==> config.mk <==
export PLATFORM = sky130hd
export DESIGN_NAME = regfile_wb_arbiter
export DESIGN_NICKNAME = d
export VERILOG_FILES = /design/src/rtl/regfile_wb_arbiter.sv
export SDC_FILE = /design/constraint.sdc
export NUM_CORES = 1
export LEC_CHECK = 0
export CORE_ASPECT_RATIO = 1.1
export CORE_UTILIZATION = 53
export DETAILED_ROUTE_END_ITERATION = 16
export PLACE_DENSITY = 0.95
export RECOVER_POWER = 25
export SLEW_MARGIN = 25
export SYNTH_ARGS = -nofsm -noshare
export SYNTH_HDL_FRONTEND = slang
export SYNTH_SLANG_ARGS = --single-unit
==> constraint.sdc <==
create_clock -name clk -period 11.3 [get_ports clk]
set_clock_uncertainty 0.2 [all_clocks]
set_input_delay 2.825 -clock clk [delete_from_list [all_inputs] [get_ports clk]]
set_output_delay 2.825 -clock clk [all_outputs]
set_load 0.1 [all_outputs]
==> src/rtl/regfile_wb_arbiter.sv <==
`default_nettype none
// +------------------------------------------------------------------------+
// | regfile_wb_arbiter: shares the register-file write port between the   |
// | ALU and load writeback paths and tracks pending load destinations.     |
// | Rev 1.0                                                                |
// +------------------------------------------------------------------------+
module regfile_wb_arbiter #(
  parameter int XLEN       = 32,
  parameter int NREG       = 32,
  parameter int STARVE_MAX = 3
) (
  input  logic            clk,
  input  logic            rst_n,
  input  logic            wb0_valid,
  input  logic [4:0]      wb0_rd,
  input  logic [XLEN-1:0] wb0_data,
  output logic            wb0_ready,
  input  logic            wb1_valid,
  input  logic [4:0]      wb1_rd,
  input  logic [XLEN-1:0] wb1_data,
  output logic            wb1_ready,
  input  logic            iss_valid,
  input  logic [4:0]      iss_rd,
  input  logic [4:0]      q_rs1,
  input  logic [4:0]      q_rs2,
  output logic            hazard,
  output logic            we3,
  output logic [4:0]      ad3,
  output logic [XLEN-1:0] wd3,
  output logic [5:0]      pend_cnt,
  output logic            sb_err
);

  localparam int              c_SW        = $clog2(STARVE_MAX + 1);
  localparam logic [c_SW-1:0] c_STARVE_LIM = c_SW'(STARVE_MAX);
  localparam logic [NREG-1:0] c_X0_MASK   = {{(NREG-1){1'b1}}, 1'b0};

  logic [c_SW-1:0] r_starve;
  logic [NREG-1:0] r_pend;
  logic            r_we3;
  logic [4:0]      r_ad3;
  logic [XLEN-1:0] r_wd3;
  logic [5:0]      r_pend_cnt;
  logic            r_sb_err;

  logic            w_force0;
  logic            w_xfer0;
  logic            w_xfer1;
  logic [4:0]      w_wr_rd;
  logic [XLEN-1:0] w_wr_data;
  logic            w_wr;
  logic [NREG-1:0] w_set;
  logic [NREG-1:0] w_clr;
  logic [NREG-1:0] w_pend_nxt;
  logic [5:0]      w_cnt;
  logic            w_err;

  // Port 1 normally wins; a starved port 0 is granted once the limit is hit.
  assign w_force0  = (r_starve == c_STARVE_LIM);
  assign wb0_ready = wb0_valid & (~wb1_valid | w_force0);
  assign wb1_ready = wb1_valid & ~(wb0_valid & w_force0);
  assign w_xfer0   = wb0_valid & wb0_ready;
  assign w_xfer1   = wb1_valid & wb1_ready;

  assign w_wr_rd   = w_xfer1 ? wb1_rd   : wb0_rd;
  assign w_wr_data = w_xfer1 ? wb1_data : wb0_data;
  assign w_wr      = (w_xfer0 | w_xfer1) & (w_wr_rd != 5'd0);

  always_comb begin
    w_set = '0;
    w_clr = '0;
    if (iss_valid && iss_rd != 5'd0) w_set[iss_rd] = 1'b1;
    if (w_xfer1) w_clr[wb1_rd] = 1'b1;
  end

  // Set after clear so a re-issue in the retiring cycle keeps the bit pending.
  assign w_pend_nxt = ((r_pend & ~w_clr) | w_set) & c_X0_MASK;

  assign w_err = (iss_valid && iss_rd != 5'd0 && r_pend[iss_rd]) ||
                 (w_xfer1 && wb1_rd != 5'd0 && !r_pend[wb1_rd]);

  always_comb begin
    w_cnt = '0;
    for (int i = 0; i < NREG; i++) w_cnt = w_cnt + 6'(w_pend_nxt[i]);
  end

  always_ff @(posedge clk or negedge rst_n) begin
    if (!rst_n) begin
      r_starve   <= '0;
      r_pend     <= '0;
      r_we3      <= 1'b0;
      r_ad3      <= '0;
      r_wd3      <= '0;
      r_pend_cnt <= '0;
      r_sb_err   <= 1'b0;
    end else begin
      if (wb0_valid && !wb0_ready) begin
        if (r_starve != c_STARVE_LIM) r_starve <= r_starve + c_SW'(1);
      end else begin
        r_starve <= '0;
      end
      r_we3 <= w_wr;
      if (w_wr) begin
        r_ad3 <= w_wr_rd;
        r_wd3 <= w_wr_data;
      end
      r_pend     <= w_pend_nxt;
      r_pend_cnt <= w_cnt;
      r_sb_err   <= r_sb_err | w_err;
    end
  end

  assign hazard   = r_pend[q_rs1] | r_pend[q_rs2];
  assign we3      = r_we3;
  assign ad3      = r_ad3;
  assign wd3      = r_wd3;
  assign pend_cnt = r_pend_cnt;
  assign sb_err   = r_sb_err;

endmodule
`default_nettype wire

==> impl_metrics.xml <==
<?xml version="1.0" encoding="UTF-8"?>
<metrics>
  <group name="drt">
    <metric name="final_antenna_net_count" unit="">0</metric>
    <metric name="drt_iter0_markers" unit="">633</metric>
    <metric name="totalWireLength" unit="mm">16.50</metric>
    <metric name="post_drt_wl_per_cell" unit="um">20.54</metric>
    <metric name="drc" unit="">0</metric>
    <metric name="drt-pass1-iter-count" unit="">6</metric>
    <metric name="number_of_vias_in_the_routed_layout" unit="">4982</metric>
    <metric name="detail_route.vias_per_cell" unit="">6.204</metric>
  </group>
  <group name="final_layout">
    <metric name="num_antenna_cells" unit="">0</metric>
    <metric name="areaGrowthSynthToFinish" unit="%">29.53</metric>
    <metric name="finish.utilization" unit="%">72.05</metric>
    <metric name="multi_input_area" unit="sq mm">0.002989</metric>
    <metric name="final_cell_mix" unit="">clkdlybuf4s50_1 (140), nand2_1 (88), dfrtp_1 (78)</metric>
    <metric name="finalNetCount" unit="">806</metric>
    <metric name="sequential_cell_area" unit="sq mm">0.001952</metric>
    <metric name="fill_cells" unit="">675</metric>
    <metric name="post_route_cells_drive_above_1_share" unit="%">6.560</metric>
    <metric name="finish.cell_count_without_fillers" unit="">803</metric>
    <metric name="layout.cells.most_common" unit="">clkdlybuf4s50_1</metric>
  </group>
  <group name="logic_synthesis">
    <metric name="synth.yosys.warnings" unit="">0</metric>
    <metric name="ys_ff_latch" unit="">78</metric>
    <metric name="yosys.cell_types.count" unit="">49</metric>
    <metric name="syn_inst" unit="">564</metric>
    <metric name="syn_nets" unit="">689</metric>
    <metric name="synth.yosys.seq_area_share" unit="%">36.79</metric>
    <metric name="synthFlopType" unit="">dfrtp_1</metric>
    <metric name="ys_async_sr_fraction" unit="%">100.0</metric>
    <metric name="synthesis.area" unit="sq mm">0.005305</metric>
    <metric name="postSynthAreaPerCell" unit="sq um">9.406</metric>
    <metric name="synth-edff-count" unit="">0</metric>
  </group>
  <group name="global_route">
    <metric name="grt_overflow" unit="">0</metric>
    <metric name="antenna_found_initial" unit="">0</metric>
    <metric name="pin_count_of_the_biggest_net_entering_global_routing" unit="">79</metric>
    <metric name="global_route.usage.total" unit="%">32.96</metric>
    <metric name="wire_length_of_the_first_global_routing_pass" unit="mm">26.25</metric>
    <metric name="grt_pass1_vias" unit="">4964</metric>
  </group>
  <group name="critical_path">
    <metric name="worstPathRequired" unit="ns">11.39</metric>
    <metric name="cp_data_arrival_time" unit="ns">9.40</metric>
    <metric name="startpoint_type" unit="">primary input</metric>
    <metric name="path_max_fanout" unit="">42</metric>
    <metric name="cpPeakStageDelay" unit="ns">0.56</metric>
    <metric name="critical_path.most_common_cell" unit="">fa_1</metric>
    <metric name="worst_path_dominant_cell_family" unit="">adder cells</metric>
    <metric name="critical_path_buf_inv_count" unit="">7</metric>
    <metric name="timing.critical_path.cells" unit="">clkdlybuf4s50_1 &gt; a21bo_2 &gt; inv_1 &gt; buf_4 &gt; nand3_1 &gt; o21ai_0 &gt; o21ai_0 &gt; fa_1 &gt; fa_1 &gt; fa_1 &gt; fa_1 &gt; inv_1 &gt; fa_1 &gt; inv_1 &gt; fa_1 &gt; inv_1 &gt; fa_1 &gt; inv_1 &gt; a21o_1 &gt; a21oi_1 &gt; xnor2_1</metric>
    <metric name="crit_path_top_delay_cell" unit="">fa_1</metric>
    <metric name="endpoint_kind" unit="">register</metric>
    <metric name="crit_type" unit="">primary input to register</metric>
  </group>
  <group name="floorplanning">
    <metric name="initial_utilization" unit="%">55.63</metric>
    <metric name="placement_rows" unit="">37</metric>
    <metric name="die_w" unit="um">97.39</metric>
    <metric name="fp.dieArea" unit="sq mm">0.01041</metric>
    <metric name="design.core.area" unit="sq mm">0.009537</metric>
    <metric name="die_y" unit="um">106.9</metric>
    <metric name="io-pin-count" unit="">142</metric>
  </group>
  <group name="timing">
    <metric name="finalSetupViolations" unit="">0</metric>
    <metric name="finalSetupTns" unit="ns">0</metric>
    <metric name="rsz0062_at_grt" unit="">false</metric>
    <metric name="achievable-frequency" unit="GHz">0.1074</metric>
    <metric name="worst_pin_slew" unit="ns">4.132</metric>
    <metric name="finalHoldViolCount" unit="">0</metric>
    <metric name="timing.max_slew.rel_slack" unit="%">-175.5</metric>
    <metric name="finalCritPeriodShare" unit="%">82.38</metric>
    <metric name="max_slew_violation_count" unit="">79</metric>
    <metric name="final.hold.worst_slack" unit="ns">0.2501</metric>
    <metric name="finalCriticalPeriod" unit="ns">9.309</metric>
  </group>
  <group name="clock_network">
    <metric name="clkSinkCount" unit="">78</metric>
    <metric name="cts_buffers" unit="">9</metric>
    <metric name="clock_tree.root_cell" unit="">clkbuf_8</metric>
    <metric name="clk-insertion-delay-late" unit="ns">0.36</metric>
    <metric name="max-clock-path-buffers" unit="">2</metric>
    <metric name="cts-htree-levels" unit="">3</metric>
    <metric name="clk_pin_slew_worst_paths" unit="ns">0.08</metric>
    <metric name="post_cts_setup_repair_bufs" unit="">0</metric>
    <metric name="cts_tree" unit="">done</metric>
    <metric name="cts_hold_repair.buffers" unit="">0</metric>
    <metric name="ctsResizeCount" unit="">0</metric>
  </group>
  <group name="placed_design">
    <metric name="globalplace.congestion" unit="">0.9887</metric>
    <metric name="buffer_ports.inserted" unit="">141</metric>
    <metric name="placed_cells" unit="">787</metric>
    <metric name="place_hpwl" unit="mm">12.22</metric>
  </group>
  <group name="run_status">
    <metric name="outcome" unit="">finished, violations left</metric>
    <metric name="violated_checks" unit="">capacitance limit, slew limit</metric>
  </group>
  <group name="pwr">
    <metric name="power_density" unit="mW/mm^2">343.4</metric>
    <metric name="worst_ir_drop_vdd" unit="mV">1.024</metric>
    <metric name="static-leakage-power" unit="uW">0.002944</metric>
  </group>
  <group name="min_path">
    <metric name="min-delay-path-class" unit="">register to register</metric>
  </group>
  <group name="flow_run">
    <metric name="drv_cap" unit="">1</metric>
  </group>
</metrics>
[cells in the mapped netlist, drive strengths merged, types with 3 or more instances]
cell type	number	area share, %
nand4	3	0.35
a31oi	40	4.7
nor3	3	0.28
or3	4	0.47
ha	8	1.9
fa	23	8.7
buf	23	2.7
mux2i	26	4.9
nor2b	10	1.3
clkbuf	15	1.2
nand2b	5	0.59
and3	3	0.35
nor2	46	3.3
nand3	5	0.47
nand3b	7	0.99
o22ai	5	0.59
nand2	88	6.2
mux4	18	7.9
o21a	7	0.99
inv	44	3.1
mux2	6	1.3
dfrtp	78	37
nor3b	4	0.57
xnor2	3	0.50
o21ai	62	5.8
a21oi	7	0.66
[state kept, by name, summed over array words and instances, names as in the netlist]
| register | cells |
|---|---|
| ad3 | 5 |
| pend_cnt | 6 |
| r_pend | 31 |
| r_starve | 2 |
| sb_err | 1 |
| wd3 | 32 |
| we3 | 1 |
[worst paths after layout]
path	startpoint	to	slack, ns	cells past startpoint
setup reg to reg	r_starve[0]$_DFFE_PN0P_	pend_cnt[4]$_DFF_PN0_	4.41	21
hold / removal	r_starve[0]$_DFFE_PN0P_	r_starve[0]$_DFFE_PN0P_	0.25	1
min in group asynchronous	rst_n	wd3[20]$_DFFE_PN0P_	3.70	1
max in group asynchronous	rst_n	r_pend[28]$_DFF_PN0_	4.88	1
setup / recovery	wb0_valid	pend_cnt[4]$_DFF_PN0_	1.99	21
hold reg to reg	r_starve[0]$_DFFE_PN0P_	r_starve[0]$_DFFE_PN0P_	0.25	1
[where the power goes]
part	internal, uW	switching [uW]
Combinational	736	986
Clock	103	104
Sequential	364	68.0
[layout make-up]
class	instances	area share (%)
Clock buffer	11	1.912
Sequential cell	78	28.40
Inverter	44	2.403
Timing Repair Buffer	144	20.78
Tap cell	117	2.130
Clock inverter	5	0.8740
Multi-Input combinational cell	404	43.50
[cells by family (layout without fill, tap and decap cells)]
family,after synthesis,after routing,synth area share [%]
simple gates,187,187,16.16
compound gates,133,133,14.88
buf+inv,82,204,7.075
flops,78,78,36.79
mux,50,50,14.03
fa+ha+maj,31,31,10.57
xor+xnor,3,3,0.4954
[metrics by stage]
stage          instance area (sq um)  setup slack (ns)  total power (uW)
5_1_grt                         6872             1.715              2619
2_1_floorplan                   5305             2.826              1767
4_1_cts                         6875             2.065              2390
3_3_place_gp                    6684             1.865              2058
6_report                        6872             1.991              2360
3_5_place_dp                    6684             1.709              2169
[metal layers]
| layer | up-vias | track usage (%) | share of wire, % |
|---|---|---|---|
| li1 | 2192 | - | - |
| met3 | 65 | 8.409 | 10 |
| met4 | 0 | 13.66 | 3.7 |
| met5 | - | 0 | 0 |
| met2 | 327 | 55.09 | 50 |
| met1 | 2398 | 40.96 | 37 |
(Power assumes the default switching activity.)
